<file path="src/rtl/sram_byte_bridge.sv">
// Bridges one 32-bit word bus cycle onto an 8-bit asynchronous SRAM.
// Each enabled byte lane runs SETUP, STROBE (WAIT_STATES+1) and HOLD.
module sram_byte_bridge #(
  parameter int WAIT_STATES     = 2,
  parameter int SRAM_ADDR_WIDTH = 19
) (
  input  logic                       clock,
  input  logic                       reset,
  input  logic [29:0]                bus_address,
  input  logic [31:0]                bus_data_out,
  input  logic [3:0]                 bus_data_strobes,
  input  logic                       bus_read,
  input  logic                       bus_write,
  input  logic                       bus_select,
  output logic [31:0]                bus_data_in,
  output logic                       bus_wait,
  output logic                       protocol_error,
  output logic [SRAM_ADDR_WIDTH-1:0] sram_address,
  output logic [7:0]                 sram_data_out,
  input  logic [7:0]                 sram_data_in,
  output logic                       sram_data_oe,
  output logic                       sram_ce_n,
  output logic                       sram_oe_n,
  output logic                       sram_we_n
);

  localparam int AW = SRAM_ADDR_WIDTH - 2;
  localparam int CW = (WAIT_STATES > 0) ? $clog2(WAIT_STATES + 1) : 1;

  localparam logic [2:0] IDLE   = 3'd0;
  localparam logic [2:0] SETUP  = 3'd1;
  localparam logic [2:0] STROBE = 3'd2;
  localparam logic [2:0] HOLD   = 3'd3;
  localparam logic [2:0] DONE   = 3'd4;

  // First enabled lane at offset >= from; bit 2 set means none left.
  // Strobe bit 3 is offset 0 (big-endian lane order).
  function automatic logic [2:0] find_lane(
    input logic [3:0] s,
    input logic [2:0] from
  );
    logic [2:0] r;
    r = 3'b100;
    for (int k = 3; k >= 0; k--) begin
      if (k >= int'(from) && s[3-k]) r = {1'b0, 2'(k)};
    end
    return r;
  endfunction

  function automatic logic [7:0] get_byte(
    input logic [31:0] w,
    input logic [1:0]  o
  );
    logic [7:0] r;
    case (o)
      2'd0:    r = w[31:24];
      2'd1:    r = w[23:16];
      2'd2:    r = w[15:8];
      default: r = w[7:0];
    endcase
    return r;
  endfunction

  function automatic logic [31:0] put_byte(
    input logic [31:0] w,
    input logic [1:0]  o,
    input logic [7:0]  b
  );
    logic [31:0] r;
    r = w;
    case (o)
      2'd0:    r[31:24] = b;
      2'd1:    r[23:16] = b;
      2'd2:    r[15:8]  = b;
      default: r[7:0]   = b;
    endcase
    return r;
  endfunction

  logic [2:0]                 state_q, state_d;
  logic [AW-1:0]              addr_q, addr_d;
  logic [31:0]                wdata_q, wdata_d;
  logic [3:0]                 strb_q, strb_d;
  logic                       rd_q, rd_d;
  logic [1:0]                 lane_q, lane_d;
  logic [CW-1:0]              cnt_q, cnt_d;
  logic [31:0]                rbuf_q, rbuf_d;
  logic [31:0]                rdata_q, rdata_d;
  logic                       perr_q, perr_d;
  logic [SRAM_ADDR_WIDTH-1:0] sa_q, sa_d;
  logic [7:0]                 sdo_q, sdo_d;
  logic                       doe_q, doe_d;
  logic                       ce_n_q, ce_n_d;
  logic                       oe_n_q, oe_n_d;
  logic                       we_n_q, we_n_d;

  logic       req;
  logic [2:0] first;
  logic [2:0] nxt;

  // Upper bus address bits alias onto the SRAM and are deliberately dropped.
  logic unused_addr;
  assign unused_addr = ^bus_address[29:AW];

  assign req   = bus_select & (bus_read ^ bus_write);
  assign first = find_lane(bus_data_strobes, 3'd0);
  assign nxt   = find_lane(strb_q, {1'b0, lane_q} + 3'd1);

  // Stall the core from request acceptance until DONE.
  always_comb begin
    bus_wait = reset & (((state_q == IDLE) & req) |
                        (state_q == SETUP) |
                        (state_q == STROBE) |
                        (state_q == HOLD));
  end

  assign bus_data_in    = rdata_q;
  assign protocol_error = perr_q;
  assign sram_address   = sa_q;
  assign sram_data_out  = sdo_q;
  assign sram_data_oe   = doe_q;
  assign sram_ce_n      = ce_n_q;
  assign sram_oe_n      = oe_n_q;
  assign sram_we_n      = we_n_q;

  // Sequencer: walks enabled lanes and computes registered SRAM pins.
  always_comb begin
    state_d = state_q;
    addr_d  = addr_q;
    wdata_d = wdata_q;
    strb_d  = strb_q;
    rd_d    = rd_q;
    lane_d  = lane_q;
    cnt_d   = cnt_q;
    rbuf_d  = rbuf_q;
    rdata_d = rdata_q;
    perr_d  = 1'b0;
    sa_d    = sa_q;
    sdo_d   = sdo_q;
    doe_d   = doe_q;
    ce_n_d  = ce_n_q;
    oe_n_d  = oe_n_q;
    we_n_d  = we_n_q;
    case (state_q)
      IDLE: begin
        if (req) begin
          addr_d  = bus_address[AW-1:0];
          wdata_d = bus_data_out;
          strb_d  = bus_data_strobes;
          rd_d    = bus_read;
          rbuf_d  = 32'h0;
          if (!first[2]) begin
            state_d = SETUP;
            lane_d  = first[1:0];
            sa_d    = {bus_address[AW-1:0], first[1:0]};
            ce_n_d  = 1'b0;
            if (bus_write) begin
              doe_d = 1'b1;
              sdo_d = get_byte(bus_data_out, first[1:0]);
            end
          end else begin
            state_d = DONE;
            if (bus_read) rdata_d = 32'h0;
          end
        end else if (bus_select & bus_read & bus_write) begin
          perr_d = 1'b1;
        end
      end
      SETUP: begin
        state_d = STROBE;
        cnt_d   = CW'(WAIT_STATES);
        if (rd_q) oe_n_d = 1'b0;
        else      we_n_d = 1'b0;
      end
      STROBE: begin
        if (cnt_q == '0) begin
          state_d = HOLD;
          oe_n_d  = 1'b1;
          we_n_d  = 1'b1;
          if (rd_q) rbuf_d = put_byte(rbuf_q, lane_q, sram_data_in);
        end else begin
          cnt_d = cnt_q - CW'(1);
        end
      end
      HOLD: begin
        if (!nxt[2]) begin
          state_d = SETUP;
          lane_d  = nxt[1:0];
          sa_d    = {addr_q, nxt[1:0]};
          if (!rd_q) sdo_d = get_byte(wdata_q, nxt[1:0]);
        end else begin
          state_d = DONE;
          ce_n_d  = 1'b1;
          doe_d   = 1'b0;
          if (rd_q) rdata_d = rbuf_q;
        end
      end
      DONE: begin
        state_d = IDLE;
      end
      default: begin
        state_d = IDLE;
        ce_n_d  = 1'b1;
        oe_n_d  = 1'b1;
        we_n_d  = 1'b1;
        doe_d   = 1'b0;
      end
    endcase
  end

  // State and pin registers; reset aborts any cycle in flight.
  always_ff @(posedge clock) begin
    if (!reset) begin
      state_q <= IDLE;
      addr_q  <= '0;
      wdata_q <= 32'h0;
      strb_q  <= 4'h0;
      rd_q    <= 1'b0;
      lane_q  <= 2'd0;
      cnt_q   <= '0;
      rbuf_q  <= 32'h0;
      rdata_q <= 32'h0;
      perr_q  <= 1'b0;
      sa_q    <= '0;
      sdo_q   <= 8'h0;
      doe_q   <= 1'b0;
      ce_n_q  <= 1'b1;
      oe_n_q  <= 1'b1;
      we_n_q  <= 1'b1;
    end else begin
      state_q <= state_d;
      addr_q  <= addr_d;
      wdata_q <= wdata_d;
      strb_q  <= strb_d;
      rd_q    <= rd_d;
      lane_q  <= lane_d;
      cnt_q   <= cnt_d;
      rbuf_q  <= rbuf_d;
      rdata_q <= rdata_d;
      perr_q  <= perr_d;
      sa_q    <= sa_d;
      sdo_q   <= sdo_d;
      doe_q   <= doe_d;
      ce_n_q  <= ce_n_d;
      oe_n_q  <= oe_n_d;
      we_n_q  <= we_n_d;
    end
  end

endmodule

</file>
<file path="config.mk">
export PLATFORM = sky130hd
export DESIGN_NAME = sram_byte_bridge
export DESIGN_NICKNAME = d
export VERILOG_FILES = /design/src/rtl/sram_byte_bridge.sv
export SDC_FILE = /design/constraint.sdc
export NUM_CORES = 1
export LEC_CHECK = 0
export CELL_PAD_IN_SITES_DETAIL_PLACEMENT = 0
export CELL_PAD_IN_SITES_GLOBAL_PLACEMENT = 1
export CORE_AREA = 2 2 137 139
export CTS_CLUSTER_SIZE = 12
export DETAILED_ROUTE_END_ITERATION = 8
export DIE_AREA = 0 0 139 141
export GPL_TIMING_DRIVEN = 0
export PLACE_DENSITY = 0.83
export SLEW_MARGIN = 30
export SYNTH_ARGS = -nofsm -noshare
export SYNTH_HDL_FRONTEND = slang
export SYNTH_SLANG_ARGS = --single-unit
</file>
<file path="constraint.sdc">
create_clock -name clock -period 2.7 [get_ports clock]
set_input_delay 0.81 -clock clock [delete_from_list [all_inputs] [get_ports clock]]
set_output_delay 0.81 -clock clock [all_outputs]
set_load 0.02 [all_outputs]
</file>
==> metrics.txt, run 1 <==
status=completed; via count=6286; Fin Clk Skew=0.00839 ns; final HPWL from detailed placement=15.1 mm; TritonCTS clock tree=done; TNS Setup=0 ns; DRC violations left=0; commonest non-fill, non-tap cell in the layout=nand2_1; Synth Instances=806; root buf cell=clkbuf_16; vias in the first global route=a little under 6000; Net Sw Power=about 2.3 mW; Period minus WS final=2.63 ns; Initial Utilization=0.362; Post-synth top flop=dfxtp_1; most frequent cells in the layout=163 x nand2_1, 154 x dfxtp_1, 124 x clkdlybuf4s50_1, 105 x nor2_1, 78 x a21oi_1; Net Sw Frac=0.342; Logic pwr share=0.250; critical path's top delay family=buffers and inverters; initial antenna violation count=0; share of cells above drive strength 1=0.0712; TritonCTS buffer count=17; Cell Chain, Critical Path=clkdlybuf4s15_1 -> xor2_2 -> nand2_1 -> a21oi_2 -> buf_2; CP Capture Type=primary output; CTS clk-pin slew, worst paths=about 0.060 ns; Post-synth EDFFs=0; Startpoint Class=input port; sequential share of power=0.387; GP Congestion=0.856; clock tree buffer depth=2; Max FO, Critical Path=4; routed length per instance=17.0 microns; Layout Nets=1036; largest cells by area after synthesis=dfxtp_1 47%, nand2_1 9.3%, a21oi_1 6.0%; flops & latches, synth=around 150; Worst-Margin Slew=0.895 ns; Crit path depth=5; mapped cell area=0.00661 sq mm; CP max stage delay=about 0.26 ns; cts hold-fix bufs=0; Worst Path Buf+Inv=2; largest net degree at the start of global routing=20; worst vdd ir=0.534 mV; Final setup viols=0; Die Wd=approximately 140 microns; Mapped Nets=886; Inst Count DP=1169; async set-reset flop share out of synthesis=0; post-layout util=0.487; Fin. Hold Viols=0; total core area=0.0183 sq mm; Routed WL=20.5 mm; Clock Latency Late Sink=0.44 ns; register area share after synthesis=0.467; count of pins over their slew limit=0; post-synth top area share=0.467; PortBufs=129; Vias/cell=5.23; io pins=144; Layout area overhead=34.7%; drt first pass iters=5; # rows=50; Synthesis Warnings=0; post-route design area=between 0.008 and 0.009 sq mm; height of the die=roughly 140 microns; Worst Reg-to-Reg Cells=7; ant diodes=0; GRT Util Overall=0.210; period utilization=0.974; DR iter-0 viols=approximately 470; htree depth=4; Post-DRT Antenna Nets=0; Fmax=380 MHz; pwr/cell area=757 mW/mm^2; internal power=4.43 mW; Lkg Pwr=approximately 3.3 nW; R2R Setup Slk=0.25 ns; Synth cell types=48; Power, Total=6.74 mW; Final Non-Filler Cells=1203; worst hold path type=reg2reg; Data arrival, critical path=around 1.8 ns; hold depth=2; WS Path Type=in2out; first-pass GRT wire length=32.2 mm; area leader, netlist=dfxtp_1; clock power share=0.363; total grt overflow=0; Worst slew margin=0.399; CTS Sinks=154; syn_area_per_cell=8.19 sq um; critical path data required time=1.89 ns; slowest stage cell, crit path=clkdlybuf4s15_1; Max Cap Viol=0; dpl cell area=0.00820 sq mm; die area=0.0196 sq mm
## sequential cells by signal, summed over array words and instances (netlist names)
signal	cells
bus_data_in	32
rbuf_q	32
wdata_q	32
sram_address	18
addr_q	17
sram_data_out	8
state_q	3
strb_q	3
cnt_q	2
lane_q	1
protocol_error	1
rd_q	1
sram_ce_n	1
sram_data_oe	1
sram_oe_n	1
sram_we_n	1
## worst reg2reg max path: cells and delay by family, from the launching register on
family | cells | cell delay, ns
and+or+nand+nor | 1 | 0.19
AOI/OAI and AO/OA | 3 | 0.91
DFF | 1 | 0.33
buffers and inverters | 3 | 0.92
## Yosys cell counts (2+ instances only)
cell / count
nor3_1: 3
a311o_1: 8
a2bb2oi_1: 2
a31oi_1: 3
o21ai_0: 22
nand2b_1: 9
buf_6: 3
a21o_1: 12
buf_1: 2
mux2i_1: 34
nor2b_1: 3
inv_1: 10
clkbuf_1: 47
and3_1: 9
o221ai_1: 2
a221oi_1: 2
o211ai_1: 2
dfxtp_1: 154
a21oi_1: 79
o311a_1: 15
nand2_1: 163
o22ai_1: 2
and2_1: 11
buf_2: 12
a22oi_1: 34
o21ai_1: 2
nand3_1: 12
nor2_1: 105
nand3b_1: 8
a311oi_1: 18
## power by group through the flow
stage	clock network [mW]	registers, mW	logic [mW]
floorplan	0	2.73	0.935
global placement	0	2.65	1.63
detailed placement	0	2.65	1.64
CTS	2.48	2.60	1.65
global route	2.57	2.63	1.84
finish	2.44	2.61	1.68
## path summary, 6_finish.rpt
check,from,endpoint
setup / recovery,bus_read,bus_wait
hold reg to reg,addr_q[10]$_SDFFE_PN0P_,addr_q[10]$_SDFFE_PN0P_
hold / removal,addr_q[10]$_SDFFE_PN0P_,addr_q[10]$_SDFFE_PN0P_
setup reg to reg,lane_q[0]$_SDFFE_PN0P_,sram_data_out[7]$_SDFFE_PN0P_
## repair_timing
| item | in CTS | in global routing |
|---|---|---|
| pin swaps | 2 | 4 |
| buffers inserted | 1 | 2 |
| setup endpoints to repair | 60 | 58 |
| resized for setup | 9 | 17 |
## final cells by class
cell class,instances,area [sq um]
timing repair buffer,133,1330
buffer,62,283
sequential,154,3080
clock buffer,17,425
tap,234,293
clock inverter,15,194
multi-input combinational,577,3250
inverter,11,41.3
fill,1815,9370
## stage by stage
stage / worst slack [ns] / hold slack, ns
after floorplan: 0.263 / 0.431
after global placement: -1.06 / 0.442
after detailed placement: -0.835 / 0.447
after CTS: -0.00563 / 0.457
after global routing: -0.00763 / 0.477
final: 0.0710 / 0.455
## metal layers
metal  GRT usage  vias to the layer above  routed length [microns]
li1            -                     3104                        -
met1       0.295                     2963                    10000
met2       0.327                      197                     9090
met3      0.0408                       22                     1070
met4      0.0633                        0                      316
met5           0                        -                        0
## cells by family after synthesis
family                   Yosys count  synth area share
AND/OR/NAND/NOR                  329             0.210
AO/OA/AOI/OAI                    211             0.218
flip-flops                       154             0.467
buffers and inverters             75            0.0483
multiplexers                      34            0.0515
XOR/XNOR                           2           0.00379
adder cells (fa/ha/maj)            1           0.00189
No activity file was read; power rests on OpenSTA's default activity.
==> run 2: changes to the inputs <==
==> config.mk (replaced) <==
export PLATFORM = sky130hd
export DESIGN_NAME = sram_byte_bridge
export DESIGN_NICKNAME = d
export VERILOG_FILES = /design/src/rtl/sram_byte_bridge.sv
export SDC_FILE = /design/constraint.sdc
export NUM_CORES = 1
export LEC_CHECK = 0
export CELL_PAD_IN_SITES_DETAIL_PLACEMENT = 1
export CELL_PAD_IN_SITES_GLOBAL_PLACEMENT = 2
export CORE_AREA = 2 2 154 156
export CTS_CLUSTER_SIZE = 12
export DETAILED_ROUTE_END_ITERATION = 8
export DIE_AREA = 0 0 156 158
export GPL_TIMING_DRIVEN = 0
export PLACE_DENSITY = 0.82
export SLEW_MARGIN = 30
export SYNTH_ARGS = -nofsm -noshare
export SYNTH_HDL_FRONTEND = slang
export SYNTH_SLANG_ARGS = --single-unit
==> run 2 against run 1 <==
Net effect: sequential power is essentially flat; via count rose by 1.8%; register-to-register slack worse by 0.05 ns; largest cell class unchanged; highest routed layer is now met5; non-clock buffer count grew 6; clock power about the same; setup slack lost 0.014 ns; critical path depth did not move; global-route usage fell by 1.4 points; critical path type unchanged; utilization shrank 9.8 points; cell area up 0.77%; power up 0.22%.
==> metrics.txt, run 2 (same netlist as run 1, synthesis figures left out) <==
Max FO, Critical Path=4; Startpoint Class=input port; post-route design area=0.00897 sq mm; Routed WL=23.6 mm; final HPWL from detailed placement=between 15 and 20 mm; Data arrival, critical path=around 1.8 ns; most frequent cells in the layout=163 x nand2_1, 154 x dfxtp_1, 124 x clkdlybuf4s50_1, 105 x nor2_1, 79 x a21oi_1; commonest non-fill, non-tap cell in the layout=nand2_1; post-layout util=0.389; DRC violations left=0; Fmax=378 MHz; Final setup viols=0; DR iter-0 viols=between 200 and 300; root buf cell=clkbuf_16; cts hold-fix bufs=0; total grt overflow=0; dpl cell area=0.00827 sq mm; Die Wd=156 microns; Layout Nets=1042; routed length per instance=18.6 microns; count of pins over their slew limit=0; vias in the first global route=roughly 6500; CTS Sinks=154; ant diodes=0; Fin Clk Skew=0.0188 ns; Fin. Hold Viols=0; critical path data required time=1.89 ns; Worst R2R Start=sram_address[1]$_SDFFE_PN0P_; die area=between 0.02 and 0.025 sq mm; # rows=56; io pins=144; clock tree buffer depth=2; pwr/cell area=753 mW/mm^2; htree depth=4; Worst-Margin Slew=0.915 ns; Vias/cell=just over 5; GP Congestion=0.828; Initial Utilization=0.287; crit path from=bus_read; period utilization=0.979; CTS clk-pin slew, worst paths=0.07 ns; first-pass GRT wire length=36.5 mm; Cell Chain, Critical Path=dlygate4sd2_1 -> xor2_2 -> nand2_1 -> a21oi_1 -> buf_2; drt first pass iters=4; CP Capture Type=primary output; Max Cap Viol=0; unrepaired setup endpoints after global routing=yes; Post-DRT Antenna Nets=0; hold_sp=addr_q[14]$_SDFFE_PN0P_; status=completed; total core area=0.0231 sq mm; PortBufs=129; WS Path Type=in2out; TritonCTS clock tree=done; Clock Latency Late Sink=between 0.4 and 0.5 ns; worst hold path type=reg2reg; worst vdd ir=between 0.4 and 0.5 mV; critical path's top delay family=buffers and inverters; largest net degree at the start of global routing=19; GRT Util Overall=0.195; Worst Path Buf+Inv=2; Worst slew margin=0.385; CP max stage delay=0.30 ns; Lkg Pwr=roughly 3.4 nW; slowest stage cell, crit path=dlygate4sd2_1; TritonCTS buffer count=17; Period minus WS final=about 2.6 ns; Layout area overhead=35.7%; height of the die=158 microns; TNS Setup=0 ns; share of cells above drive strength 1=0.0749; initial antenna violation count=1; via count=6399; final hold slack=0.456 ns
[run 2: worst reg2reg max path: stages (launching register included)]
cell      delay [ns]
dfxtp_1         0.31
clkbuf_1        0.18
a21boi_0        0.41
clkbuf_1        0.43
and2_1          0.19
buf_1           0.33
a221oi_1        0.16
o311a_1         0.38
[run 2: path summary, 6_finish.rpt]
check                                                      to  slack [ns]  cells after the start
worst max-delay path                                 bus_wait        0.06                      5
worst min-delay path                  addr_q[14]$_SDFFE_PN0P_        0.46                      2
worst max register to register  sram_data_out[7]$_SDFFE_PN0P_        0.20                      7
worst min register to register        addr_q[14]$_SDFFE_PN0P_        0.46                      2
[run 2: metrics by stage]
stage / cells / worst slack, ns / power [mW]
final: 1265 / 0.0568 / 6.75
after global routing: 1265 / -0.0586 / 7.08
after CTS: 1262 / 0.00220 / 6.81
after detailed placement: 1225 / -0.987 / 4.36
after global placement: 1225 / -1.21 / 4.33
after floorplan: 806 / 0.263 / 3.66
[run 2: area by class of cell]
cell class | instances | area (sq um)
Fill cell | 2701 | 14100
Buffer | 63 | 279
Clock buffer | 17 | 425
Clock inverter | 15 | 179
Timing Repair Buffer | 138 | 1350
Multi-Input combinational cell | 577 | 3240
Inverter | 11 | 41.3
Sequential cell | 154 | 3080
Tap cell | 290 | 363
[run 2: what timing repair did]
item	CTS	global route
pin swaps	3	2
resized for setup	10	11
buffers inserted	6	3
setup endpoints to repair	96	49
[run 2: metal layers]
layer  GRT usage  share of wire
met5           0        0.00055
met4      0.0568          0.014
met3      0.0370          0.042
met2       0.320           0.47
met1       0.263           0.48
[run 2: report_power, final]
part	internal, mW	switching [mW]
registers	2.47	0.143
clock network	1.25	1.16
logic	0.690	1.03
